`src/rtl/mux_pkg.sv`:
```
// Shared constants and types for the registered N:1 selector.
package mux_pkg;

   localparam logic MODE_DIRECT = 1'b0;
   localparam logic MODE_RR     = 1'b1;

   typedef enum logic {
      ST_EMPTY = 1'b0,
      ST_FULL  = 1'b1
   } out_state_e;

endpackage

```
`src/rtl/mux_sel_rr_rr_pick.sv`:
```
// Round-robin search: first requester at or after ptr_i, wrapping modulo N.
module rr_pick #(
   parameter  int N  = 4,
   localparam int SW = $clog2(N)
) (
   input  logic [N-1:0]  req_i,
   input  logic [SW-1:0] ptr_i,
   output logic          found_o,
   output logic [SW-1:0] idx_o
);

   logic [2*N-1:0] dbl;
   logic [N-1:0]   rot;
   logic [SW:0]    pos;
   logic [SW:0]    sum;

   always_comb begin
      // Doubling the vector makes the rotate correct for any N, not just powers of two.
      dbl     = {req_i, req_i} >> ptr_i;
      rot     = dbl[N-1:0];
      found_o = 1'b0;
      pos     = '0;
      for (int i = N - 1; i >= 0; i--) begin
         if (rot[i]) begin
            found_o = 1'b1;
            pos     = (SW+1)'(i);
         end
      end
      sum = pos + {1'b0, ptr_i};
      if (sum >= (SW+1)'(N)) begin
         sum = sum - (SW+1)'(N);
      end
      idx_o = sum[SW-1:0];
   end

endmodule

```
`src/rtl/mux_sel_rr.sv`:
```
// N-channel selector with direct or round-robin choice and a one-entry output register.
//    state    | meaning
//    ST_EMPTY | output register holds no word (out_valid_o = 0)
//    ST_FULL  | output register holds a word awaiting out_ready_i
module mux_sel_rr
   import mux_pkg::*;
#(
   parameter  int N  = 4,
   parameter  int W  = 8,
   localparam int SW = $clog2(N)
) (
   input  logic           clk_i,
   input  logic           rst_n_i,
   input  logic           mode_i,
   input  logic [SW-1:0]  sel_i,
   input  logic [N*W-1:0] in_data_i,
   input  logic [N-1:0]   in_valid_i,
   output logic [N-1:0]   in_ready_o,
   output logic [W-1:0]   out_data_o,
   output logic [SW-1:0]  out_ch_o,
   output logic           out_valid_o,
   input  logic           out_ready_i
);

   out_state_e    state_q, state_d;
   logic [W-1:0]  data_q, data_d;
   logic [SW-1:0] ch_q, ch_d;
   logic [SW-1:0] ptr_q, ptr_d;
   logic          rr_found;
   logic [SW-1:0] rr_idx;
   logic [SW-1:0] cand;
   logic          cand_ok;
   logic          load_en;
   logic          xfer;

   rr_pick #(.N(N)) u_pick (
      .req_i   (in_valid_i),
      .ptr_i   (ptr_q),
      .found_o (rr_found),
      .idx_o   (rr_idx)
   );

   assign load_en = (state_q == ST_EMPTY) || out_ready_i;

   always_comb begin
      cand    = sel_i;
      cand_ok = ({1'b0, sel_i} < (SW+1)'(N));
      if (mode_i == MODE_RR) begin
         cand    = rr_idx;
         cand_ok = rr_found;
      end
   end

   always_comb begin
      in_ready_o = '0;
      if (cand_ok) begin
         in_ready_o[cand] = load_en;
      end
   end

   assign xfer = cand_ok && load_en && in_valid_i[cand];

   always_comb begin
      state_d = state_q;
      data_d  = data_q;
      ch_d    = ch_q;
      ptr_d   = ptr_q;
      if (xfer) begin
         state_d = ST_FULL;
         data_d  = in_data_i[int'(cand)*W +: W];
         ch_d    = cand;
         if (mode_i == MODE_RR) begin
            ptr_d = (int'(cand) == N - 1) ? '0 : cand + SW'(1);
         end
      end else if (out_ready_i) begin
         state_d = ST_EMPTY;
      end
   end

   always_ff @(posedge clk_i or negedge rst_n_i) begin
      if (!rst_n_i) begin
         state_q <= ST_EMPTY;
         data_q  <= '0;
         ch_q    <= '0;
         ptr_q   <= '0;
      end else begin
         state_q <= state_d;
         data_q  <= data_d;
         ch_q    <= ch_d;
         ptr_q   <= ptr_d;
      end
   end

   assign out_valid_o = (state_q == ST_FULL);
   assign out_data_o  = data_q;
   assign out_ch_o    = ch_q;

endmodule

```
`config.mk`:
```
export PLATFORM = sky130hd
export DESIGN_NAME = mux_sel_rr
export DESIGN_NICKNAME = d
export VERILOG_FILES = /design/src/rtl/mux_pkg.sv /design/src/rtl/mux_sel_rr_rr_pick.sv /design/src/rtl/mux_sel_rr.sv
export SDC_FILE = /design/constraint.sdc
export NUM_CORES = 1
export LEC_CHECK = 0
export CAP_MARGIN = 20
export CORE_MARGIN = 2
export CORE_UTILIZATION = 30
export DETAILED_ROUTE_END_ITERATION = 8
export SYNTH_ARGS = -nofsm -noshare
export SYNTH_HDL_FRONTEND = slang
export SYNTH_SLANG_ARGS = --single-unit
```
`constraint.sdc`:
```
create_clock -name clk_i -period 3.2 [get_ports clk_i]
set_clock_uncertainty 0.15 [all_clocks]
set_input_delay 0.64 -clock clk_i [delete_from_list [all_inputs] [get_ports clk_i]]
set_output_delay 0.64 -clock clk_i [all_outputs]
set_load 0.05 [all_outputs]
```
==> results.json <==
{
  "grt_pass1_wl_um": 7010,
  "placed_cell_area_sq_um": 2270,
  "critPathCaptureType": "output pin",
  "yosysUniqueCellTypes": 35,
  "post-route-util_pct": 54.3,
  "cts_tree": "built",
  "fill_cells": 404,
  "leakage_uw": 0.00108,
  "start_util_pct": 31.7,
  "cpMostUsedCell": "buf_12",
  "min_from": "out_data_o[7]",
  "cp_data_arrival_time_ns": 2.54,
  "crit_buf_inv": 3,
  "p_per_area_nw_per_um2": 970,
  "final_nets": 267,
  "syn_nets": 184,
  "maxCapViolations": 0,
  "die_area_sq_um": 5260,
  "tns_ns": -0.306,
  "p_clk_share_pct": 6.0,
  "rsz0062_at_grt": "yes",
  "hold_end": "out_data_o[7]",
  "wirelength_um": 4110,
  "dr.pass1.iters": 4,
  "p_int_uw": 1270,
  "grt_max_degree": 18,
  "io_pins": 57,
  "via_per_inst": 5.18,
  "r2r-end": "out_data_o[5]",
  "worst_slack_ns": -0.133,
  "max-slew-margin-rel_pct": 61.5,
  "htreeDepth": 1,
  "async_flop_share_pct": 100,
  "gr-total-overflow": 0,
  "crit_type": "in -> out",
  "fin_crit_ns": 3.33,
  "status": "complete, but fails checks",
  "grt_pass1_vias": 1482,
  "core_sq_um": 4440,
  "synth_area_sq_um": 1410,
  "combPwrFrac_pct": 80.2,
  "final_area_sq_um": 2410,
  "gr-usage-all-layers_pct": 16.6,
  "r2r_cells": 12,
  "clock_tree.root_cell": "clkbuf_8",
  "first_iter_violations": 87,
  "worstMarginPinSlew_ns": 0.575,
  "cts_sinks": 13,
  "critPathTopFamily": "simple AND/OR/NAND/NOR gates",
  "place_ws_ns": -0.664,
  "wl_per_cell_um": 15.0,
  "clock_latency_ns": 0.23,
  "start_kind": "input pin",
  "area_growth_pct": 71.1,
  "cts_made_buffers": 3,
  "critical_path.cell_chain": "buf_12, nor2b_4, a21oi_2, o221ai_2, o21a_1, ha_2, xnor2_2, and2_1, a41o_1, nor2_4, buf_6, nor3b_4, buf_12",
  "fin_hold_ws_ns": 0.361,
  "slew_violations": 0,
  "vias": 1420,
  "portBuffers": 56,
  "place_hpwl_um": 3310,
  "ys_ff_latch": 13,
  "antenna_found_initial": 0,
  "timing_hold_violations_final": 0,
  "drtAntennaViolNets": 0,
  "r2r_start": "ptr_q[1]",
  "fp.dieW_um": 72.6,
  "rows": 24,
  "failed_checks": "setup timing",
  "routabilityCongestion": 0.872,
  "yosys_warnings": 0,
  "slowest_delay_ns": 0.24,
  "hold_path_class": "reg -> reg",
  "synth.avg_cell_area_sq_um": 10.1,
  "ff2ff_setup_slack_ns": 0.26,
  "n_antenna_cell": 0,
  "crit_required_ns": 2.41,
  "worstHoldPathCells": 1,
  "synth_edf_count": 0,
  "path_clk_slew_ns": 0.05,
  "sw_frac_of_total_pct": 45.6,
  "drc": 0,
  "die_h_um": 72.6,
  "ir_drop_uv": 605,
  "layout-drive-gt1-share_pct": 32.9,
  "critPathSlowestCell": "a41o_1",
  "fin_crit_sh_pct": 104,
  "cts.path.max_buffers": 2,
  "setup_viol": 3,
  "crit_fanout": 6,
  "p_switching_uw": 1070,
  "seq_area_frac_synth_pct": 23.1,
  "fmax_mhz": 300,
  "syn_inst": 140,
  "synth_flop_cell": "dfrtp_1",
  "p_seq_share_pct": 13.8
}
-- cells in the mapped netlist (all sizes together), types with 2 or more instances --
| cell type | instances | area share, % |
|---|---|---|
| nor2b | 6 | 2.7 |
| nor3b | 3 | 1.6 |
| dfrtp | 13 | 23 |
| a21oi | 4 | 1.4 |
| nand2 | 5 | 1.3 |
| nor3 | 3 | 1.1 |
| mux2i | 39 | 28 |
| ha | 2 | 1.8 |
| nand2b | 2 | 0.89 |
| and2 | 2 | 0.89 |
| a221oi | 8 | 5.0 |
| nor2 | 8 | 2.7 |
| o21ai | 4 | 1.4 |
| inv | 2 | 0.53 |
| mux2 | 11 | 11 |
| a22o | 8 | 5.0 |
| buf | 7 | 3.5 |
| clkbuf | 2 | 0.53 |
-- power groups by stage --
stage | combinational [uW] | sequential, uW | clock (uW)
after global routing | 2000 | 330 | 158
after global placement | 1770 | 317 | 0
after detailed placement | 1800 | 324 | 0
after CTS | 1840 | 326 | 146
final | 1880 | 322 | 140
after floorplan | 994 | 541 | 0
-- cell families (layout without fill, tap and decap cells) --
family	count (synthesis)	after routing	synth area share [%]
buf+inv	11	93	4.53
flops	13	13	23.1
xor+xnor	1	1	0.621
mux	50	50	39.1
simple gates	33	33	13.4
compound gates	30	30	17.5
fa+ha+maj	2	2	1.77
-- cells in the final DEF (no fill, tap or decap), drive strengths merged --
master         Yosys  routed
ha                 2       2
a21o               1       1
a22o               8       8
mux2i             39      39
o221ai             1       1
clkbuf             2       4
and2               2       2
nor2               8       8
a31oi              1       1
nor4               1       1
nand3b             1       1
nand2              5       5
a21oi              4       4
nand3              1       1
nor3               3       3
dfrtp             13      13
nor3b              3       3
clkdlybuf4s50      0      48
nand2b             2       2
nor2b              6       6
o21ai              4       4
xnor2              1       1
inv                2       2
o21a               1       1
a221oi             8       8
mux2              11      11
buf                7      39
o21bai             1       1
a41o               1       1
or4b               1       1
-- layer usage --
| metal | global-route usage, % | part of all wire [%] |
|---|---|---|
| met5 | 0 | 0 |
| met3 | 3.06 | 4.9 |
| met1 | 21.5 | 44 |
| met2 | 29.2 | 50 |
| met4 | 2.67 | 0.54 |
-- worst max path at each step --
stage,from,endpoint,slack (ns),cells after the start
6_report,in_valid_i[3],in_ready_o[1],-0.13,13
2_1_floorplan,in_valid_i[2],in_ready_o[3],-0.1,12
5_1_grt,in_valid_i[3],in_ready_o[1],-0.24,13
4_1_cts,in_valid_i[3],in_ready_o[3],-0.12,13
3_5_place_dp,in_valid_i[3],in_ready_o[3],-0.66,13
3_3_place_gp,in_valid_i[3],in_ready_o[3],-0.53,13
-- flip-flops by register name, summed over array words and instances, names as in the netlist --
register / cells
out_data_o: 8
out_ch_o: 2
ptr_q: 2
out_valid_o: 1
-- through the flow --
step                      power, uW  instances
after detailed placement       2120        266
after global routing           2490        274
after CTS                      2310        271
after floorplan                1540        140
after global placement         2090        266
final                          2340        274
-- final cells by class --
cell class	instances	area [sq um]	area share, %
repair buffers	87	848	35.2
inverters	2	7.51	0.311
flip-flops and latches	13	327	13.5
clock buffers	4	45.0	1.87
well taps	52	65.1	2.70
multi-input cells	116	1120	46.4
-- repair_timing --
action	in CTS	in global routing
hold buffers	0	0
resized for setup	35	4
setup buffers	1	3
pin swaps	6	4
setup endpoints to repair	15	4
(Power assumes the default switching activity.)
